### src/rtl/spi_frame_sync_pkg.sv
`default_nettype none
// ============================================================================
//  Module   : spi_pkg
//  Brief    : Shared frame geometry, field positions and FSM state encoding.
//  Revision : 1.0
// ============================================================================
package spi_pkg;

   localparam int DEF_FRAME_BITS = 10;
   localparam int DEF_TX_BITS    = 8;

   // Operand frame layout {a[3:0], b[3:0], Sel[1:0]}
   localparam int A_MSB   = 9;
   localparam int A_LSB   = 6;
   localparam int B_MSB   = 5;
   localparam int B_LSB   = 2;
   localparam int SEL_MSB = 1;
   localparam int SEL_LSB = 0;

   typedef enum logic [1:0] {
      IDLE  = 2'd0,
      SHIFT = 2'd1,
      DONE  = 2'd2
   } state_t;

endpackage
`default_nettype wire

### src/rtl/spi_frame_sync_sync_edge.sv
`default_nettype none
// ============================================================================
//  Module   : sync_edge
//  Brief    : Multi-flop synchroniser with registered-history edge pulses.
//  Revision : 1.0
// ============================================================================
module sync_edge #(
   parameter int   SYNC_STAGES = 2,
   parameter logic RST_VAL     = 1'b0
) (
   input  logic clk,
   input  logic rst,
   input  logic i_d,
   output logic o_q,
   output logic o_rise,
   output logic o_fall
);

   logic [SYNC_STAGES-1:0] r_sync;
   logic                   r_prev;

   always_ff @(posedge clk) begin
      if (rst) begin
         r_sync <= {SYNC_STAGES{RST_VAL}};
         r_prev <= RST_VAL;
      end else begin
         r_sync <= {r_sync[SYNC_STAGES-2:0], i_d};
         r_prev <= r_sync[SYNC_STAGES-1];
      end
   end

   assign o_q    = r_sync[SYNC_STAGES-1];
   assign o_rise = r_sync[SYNC_STAGES-1] & ~r_prev;
   assign o_fall = ~r_sync[SYNC_STAGES-1] & r_prev;

endmodule
`default_nettype wire

### src/rtl/spi_frame_sync.sv
`default_nettype none
// ============================================================================
//  Module   : spi_frame_sync
//  Brief    : clk-domain SPI mode-0 slave: captures one operand frame per SS
//             window and returns a status word on MISO.
//  Revision : 1.0
// ============================================================================
module spi_frame_sync
   import spi_pkg::*;
#(
   parameter int FRAME_BITS  = DEF_FRAME_BITS,
   parameter int TX_BITS     = DEF_TX_BITS,
   parameter int SYNC_STAGES = 2
) (
   input  logic                  clk,
   input  logic                  rst,
   input  logic                  SCLK,
   input  logic                  MOSI,
   input  logic                  SS,
   input  logic [TX_BITS-1:0]    tx_data,
   output logic                  MISO,
   output logic [FRAME_BITS-1:0] frame_out,
   output logic                  frame_valid,
   output logic                  frame_err,
   output logic                  busy
);

   localparam int                 c_CNT_W    = $clog2(FRAME_BITS + 2);
   localparam logic [c_CNT_W-1:0] c_CNT_ZERO = '0;
   localparam logic [c_CNT_W-1:0] c_CNT_ONE  = c_CNT_W'(1);
   localparam logic [c_CNT_W-1:0] c_CNT_FULL = c_CNT_W'(FRAME_BITS);
   localparam logic [c_CNT_W-1:0] c_CNT_OVF  = c_CNT_W'(FRAME_BITS + 1);

   logic w_sclk_q, w_sclk_rise, w_sclk_fall;
   logic w_mosi_q, w_mosi_rise, w_mosi_fall;
   logic w_ss_q,   w_ss_rise,   w_ss_fall;
   logic w_unused;

   state_t                  r_state, w_state_nxt;
   logic                    w_load;
   logic [FRAME_BITS-1:0]   r_rx;
   logic [TX_BITS-1:0]      r_tx;
   logic [c_CNT_W-1:0]      r_cnt;
   logic [FRAME_BITS-1:0]   r_frame;
   logic                    r_valid;
   logic                    r_err;
   logic                    r_hold;
   logic [SYNC_STAGES:0]    r_settle;

   sync_edge #(.SYNC_STAGES(SYNC_STAGES), .RST_VAL(1'b0)) u_sync_sclk (
      .clk    (clk),
      .rst    (rst),
      .i_d    (SCLK),
      .o_q    (w_sclk_q),
      .o_rise (w_sclk_rise),
      .o_fall (w_sclk_fall)
   );

   sync_edge #(.SYNC_STAGES(SYNC_STAGES), .RST_VAL(1'b0)) u_sync_mosi (
      .clk    (clk),
      .rst    (rst),
      .i_d    (MOSI),
      .o_q    (w_mosi_q),
      .o_rise (w_mosi_rise),
      .o_fall (w_mosi_fall)
   );

   sync_edge #(.SYNC_STAGES(SYNC_STAGES), .RST_VAL(1'b1)) u_sync_ss (
      .clk    (clk),
      .rst    (rst),
      .i_d    (SS),
      .o_q    (w_ss_q),
      .o_rise (w_ss_rise),
      .o_fall (w_ss_fall)
   );

   // Frame entry is level-based, so the SS fall pulse is not needed.
   assign w_unused = ^{w_sclk_q, w_mosi_rise, w_mosi_fall, w_ss_fall};

   always_ff @(posedge clk) begin
      if (rst) r_state <= IDLE;
      else     r_state <= w_state_nxt;
   end

   always_comb begin
      w_state_nxt = r_state;
      w_load      = 1'b0;
      case (r_state)
         IDLE: begin
            if (!w_ss_q && !r_hold) begin
               w_state_nxt = SHIFT;
               w_load      = 1'b1;
            end
         end
         SHIFT: begin
            if (w_ss_rise) w_state_nxt = DONE;
         end
         DONE:    w_state_nxt = IDLE;
         default: w_state_nxt = IDLE;
      endcase
   end

   // r_hold blocks frame entry after reset until SS is seen high once the
   // preset synchroniser contents have flushed, so a partial frame that was
   // in flight across reset is never captured.
   always_ff @(posedge clk) begin
      if (rst) begin
         r_rx     <= '0;
         r_tx     <= '0;
         r_cnt    <= c_CNT_ZERO;
         r_frame  <= '0;
         r_valid  <= 1'b0;
         r_err    <= 1'b0;
         r_hold   <= 1'b1;
         r_settle <= '0;
      end else begin
         r_settle <= {r_settle[SYNC_STAGES-1:0], 1'b1};
         r_valid  <= 1'b0;
         r_err    <= 1'b0;

         if (r_settle[SYNC_STAGES] && w_ss_q) r_hold <= 1'b0;

         if (w_load) begin
            r_tx  <= tx_data;
            r_rx  <= '0;
            r_cnt <= c_CNT_ZERO;
         end else if (r_state == SHIFT) begin
            if (w_sclk_rise) begin
               r_rx <= {r_rx[FRAME_BITS-2:0], w_mosi_q};
               if (r_cnt != c_CNT_OVF) r_cnt <= r_cnt + c_CNT_ONE;
            end
            // Mode 0: the first falling edge after a rising edge advances MISO.
            if (w_sclk_fall && (r_cnt != c_CNT_ZERO)) begin
               r_tx <= {r_tx[TX_BITS-2:0], 1'b0};
            end
         end

         if (r_state == DONE) begin
            if (r_cnt == c_CNT_FULL) begin
               r_frame <= r_rx;
               r_valid <= 1'b1;
            end else begin
               r_err   <= 1'b1;
            end
         end
      end
   end

   assign MISO        = (r_state == SHIFT) ? r_tx[TX_BITS-1] : 1'b0;
   assign busy        = (r_state == SHIFT);
   assign frame_out   = r_frame;
   assign frame_valid = r_valid;
   assign frame_err   = r_err;

endmodule
`default_nettype wire

### config.mk
export PLATFORM = sky130hd
export DESIGN_NAME = spi_frame_sync
export DESIGN_NICKNAME = d
export VERILOG_FILES = /design/src/rtl/spi_frame_sync_pkg.sv /design/src/rtl/spi_frame_sync_sync_edge.sv /design/src/rtl/spi_frame_sync.sv
export SDC_FILE = /design/constraint.sdc
export NUM_CORES = 1
export LEC_CHECK = 0
export CAP_MARGIN = 20
export CORE_AREA = 2 2 61 63
export DETAILED_ROUTE_END_ITERATION = 12
export DIE_AREA = 0 0 63 65
export PLACE_DENSITY = 0.82
export SYNTH_ARGS = -nofsm -noshare
export SYNTH_HDL_FRONTEND = slang
export SYNTH_SLANG_ARGS = --single-unit
### constraint.sdc
create_clock -name clk -period 4 [get_ports clk]
set_clock_uncertainty 0.2 [all_clocks]
set_input_delay 0.8 -clock clk [delete_from_list [all_inputs] [get_ports clk]]
set_output_delay 0.8 -clock clk [all_outputs]
set_load 0.005 [all_outputs]
==> metrics.md <==
| Metric | Value |
|---|---|
| Vias in the first global route | 1315 |
| Global-route wire length before repair | 5.775 mm |
| Post-cts gate resize count | 0 |
| DR WL/cell | 11.75 um |
| Slew Viols, Final | 0 |
| CTS Buf Count | 5 |
| Startpoint types | register |
| Sequential fraction of the synthesis area | 0.5253 |
| WL final | 3.255 mm |
| Synth Area in Simple Gates | 0.2538 |
| Worst reg2reg endpoint | r_cnt[2]$_SDFFE_PP0P_ |
| Root Buffer | clkbuf_4 |
| Worst slew margin | 0.4706 |
| Post-synthesis mux area share | 0 |
| Post-synth EDFFs | 0 |
| Detail Placement HPWL | 2.189 mm |
| RSZ-0062 raised after global routing | no |
| Period Utilization, post-route | 0.6971 |
| R2r setup slk | 2040 ps |
| Slew of the pin with the lowest slew margin | 787.6 ps |
| Crit path kind | reg2out |
| Fin area | 2163 um^2 |
| XOR/XNOR Fraction of Synth Area | 0 |
| PD cells | 346.8 nW/um^2 |
| Port Buffer Count | 26 |
| H-tree depth | 2 |
| CTS Buffer Depth | 2 |
| RD Place Congestion | 0.7455 |
| Max-cap viol count | 0 |
| Nets | 244 |
| Overall Global Routing Usage | 0.1786 |
| Critical path data required time | 3000 ps |
| Hold path start | u_sync_ss.r_sync[0]$_SDFF_PP1_ |
| Largest net degree at the start of global routing | 27 |
| Chip width | 63 um |
| Static Leak | 0.6943 nW |
| Placed Cells incl. Taps | 269 |
| Largest family of logic cells by synthesized area | simple AND/OR/NAND/NOR gates |
| Layout area overhead | 18.26% |
| Synth Instances | 206 |
| Avg Inst Size Synth | 8.880 um^2 |
| Final min period | 2788 ps |
| Post-synth ARST share | 0 |
| Synth Cell Area | 1829 um^2 |
| Status | completed |
| Crit. End Element | output port |
| Grt ovf | 0 |
| Min-Delay Path Class | reg2reg |
| Vias per cell | 5.285 |
| Worst r2r path cells | 3 |
| Share of the synthesized area in the top cell type | 0.5253 |
| Post-CTS setup buffers | 0 |
| Synth unique cells | 32 |
| CP Max Fanout | 8 |
| Fraction of layout cells with a size suffix above 1 | 0.06550 |
| DP Area | 2101 um^2 |
| Fmax | 358.6 MHz |
| Post-Synth Adder-Cell Area | 0.02052 |
| DRT Pass-1 Iters | 4 |
| Hold-fix buffers at CTS | 0 |
| Yosys reg bits | 48 |
| DR iter-0 viols | 62 |
| Final Util | 0.6188 |
| Initial antenna violation count | 0 |
| Synth Flop Type | dfxtp_1 |
| Clock Latency Late Sink | 350 ps |
| DR vias | 1464 |
| Post-synthesis compound-gate area fraction | 0.1614 |
| Fill cells | 320 |
| Final Hold Fails | 0 |
| Drt drc | 0 |
| Core ar. | 3496 um^2 |
| Die ar. | 4095 um^2 |
| Critical R2R Launch | r_state[0]$_SDFFE_PP0P_ |
| WHS Path Cells | 1 |
| Area contributors post-synth | dfxtp_1 53%, a21oi_1 7.1%, o21ai_0 5.7% |
| Worst-case vdd ir drop | 0.1898 mV |
| Fin cells | 277 |
| # diodes | 0 |
| Initial core utilization | 0.5233 |
| Post-Route Setup TNS | 0 ps |
| Hold Path Sink | u_sync_ss.r_sync[1]$_SDFF_PP1_ |
| Pwr Total | 0.7503 mW |
| Reg clk slew, reported paths | 130 ps |
| Synth Net Count | 222 |
| Routed Antenna Nets | 0 |
| Final Setup Violations | 0 |
| Arrival time at the worst endpoint | 1790 ps |
| Sink Count | 48 |
| Yosys top cell by area | dfxtp_1 |
| Die Y | 65 um |
| TritonCTS clock tree | done |
| Synthesis warning total | 0 |
| Row count | 22 |
| Number of placed I/O pins | 27 |
## where the power goes
| group | leakage [nW] | internal (mW) | switching, mW |
|---|---|---|---|
| combinational | 0.274 | 0.0163 | 0.0126 |
| clock | 0.0315 | 0.0863 | 0.148 |
| sequential | 0.389 | 0.484 | 0.00296 |
| total | 0.694 | 0.587 | 0.163 |
## cell usage after synthesis, drive strengths merged (2+ instances only)
master,number
clkbuf,9
o21ai,21
nor3,9
nand2,25
a211oi,7
nor2,8
ha,3
nand2b,2
a21oi,26
nor3b,2
and3b,2
nand4bb,2
or2,4
dfxtp,48
nand3b,2
nand3,13
buf,3
inv,3
or4,2
nor2b,8
## cells by family (layout without fill, tap and decap cells)
group,Yosys count,after routing
DFF,48,48
buffers and inverters,16,39
and+or+nand+nor,84,84
AOI/OAI and AO/OA,55,55
adders and majority gates,3,3
## registers in the layout, summed over array words and instances (netlist names), 2 cells and up
| signal | cells |
|---|---|
| frame_out | 10 |
| r_cnt | 4 |
| u_sync_sclk.r_sync | 2 |
| r_tx | 8 |
| u_sync_ss.r_sync | 2 |
| r_rx | 10 |
| r_settle | 3 |
| r_state | 2 |
| u_sync_mosi.r_sync | 2 |
## routing by layer
layer | track usage | part of all wire | vias up
met5 | 0 | 0 | -
met2 | 0.3178 | 0.49 | 33
met4 | 0.1028 | 0.021 | 0
met1 | 0.2007 | 0.45 | 667
met3 | 0.03125 | 0.039 | 7
li1 | - | - | 757
## final cells by class
class	count	area (um^2)	area share
Clock inverter	1	7.507	0.003470
Sequential cell	48	960.9	0.4442
Inverter	4	15.01	0.006940
Clock buffer	7	55.05	0.02545
Tap cell	48	60.06	0.02776
Timing Repair Buffer	27	267.8	0.1238
Multi-Input combinational cell	142	797.0	0.3684
## layout by cell type (no fill, tap or decap), types with 5 or more instances in the layout
cell type / instances
dfxtp_1: 48
nor3_1: 9
a21oi_1: 26
a211oi_1: 7
nor2b_1: 8
nor2_1: 8
nand2_1: 24
o21ai_0: 21
clkdlybuf4s50_1: 26
clkbuf_4: 5
nand3_1: 13
## critical path: stages (launching register included)
cell and delay [ps]:
dfxtp_1 470, nor2b_1 300, and2_1 170, clkdlybuf4s50_1 500
## through the flow
stage / setup slack, ps / hold WS [ps]
global placement: 1582 / 192.2
finish: 1212 / 229.1
floorplan: 2198 / 189.5
CTS: 1196 / 231.2
global route: 1060 / 260.8
detailed placement: 1535 / 199.2
## worst max path at each step
stage                            startpoint               endpoint  slack [ps]
floorplan           r_state[0]$_SDFFE_PP0P_                   MISO        2200
global placement                        rst  r_cnt[3]$_SDFFE_PP0P_        1580
detailed placement                      rst   r_rx[9]$_SDFFE_PP0P_        1540
CTS                 r_state[0]$_SDFFE_PP0P_                   MISO        1200
global route        r_state[0]$_SDFFE_PP0P_                   MISO        1060
finish              r_state[0]$_SDFFE_PP0P_                   MISO        1210
Note: power is estimated with default switching activity, not from simulation.
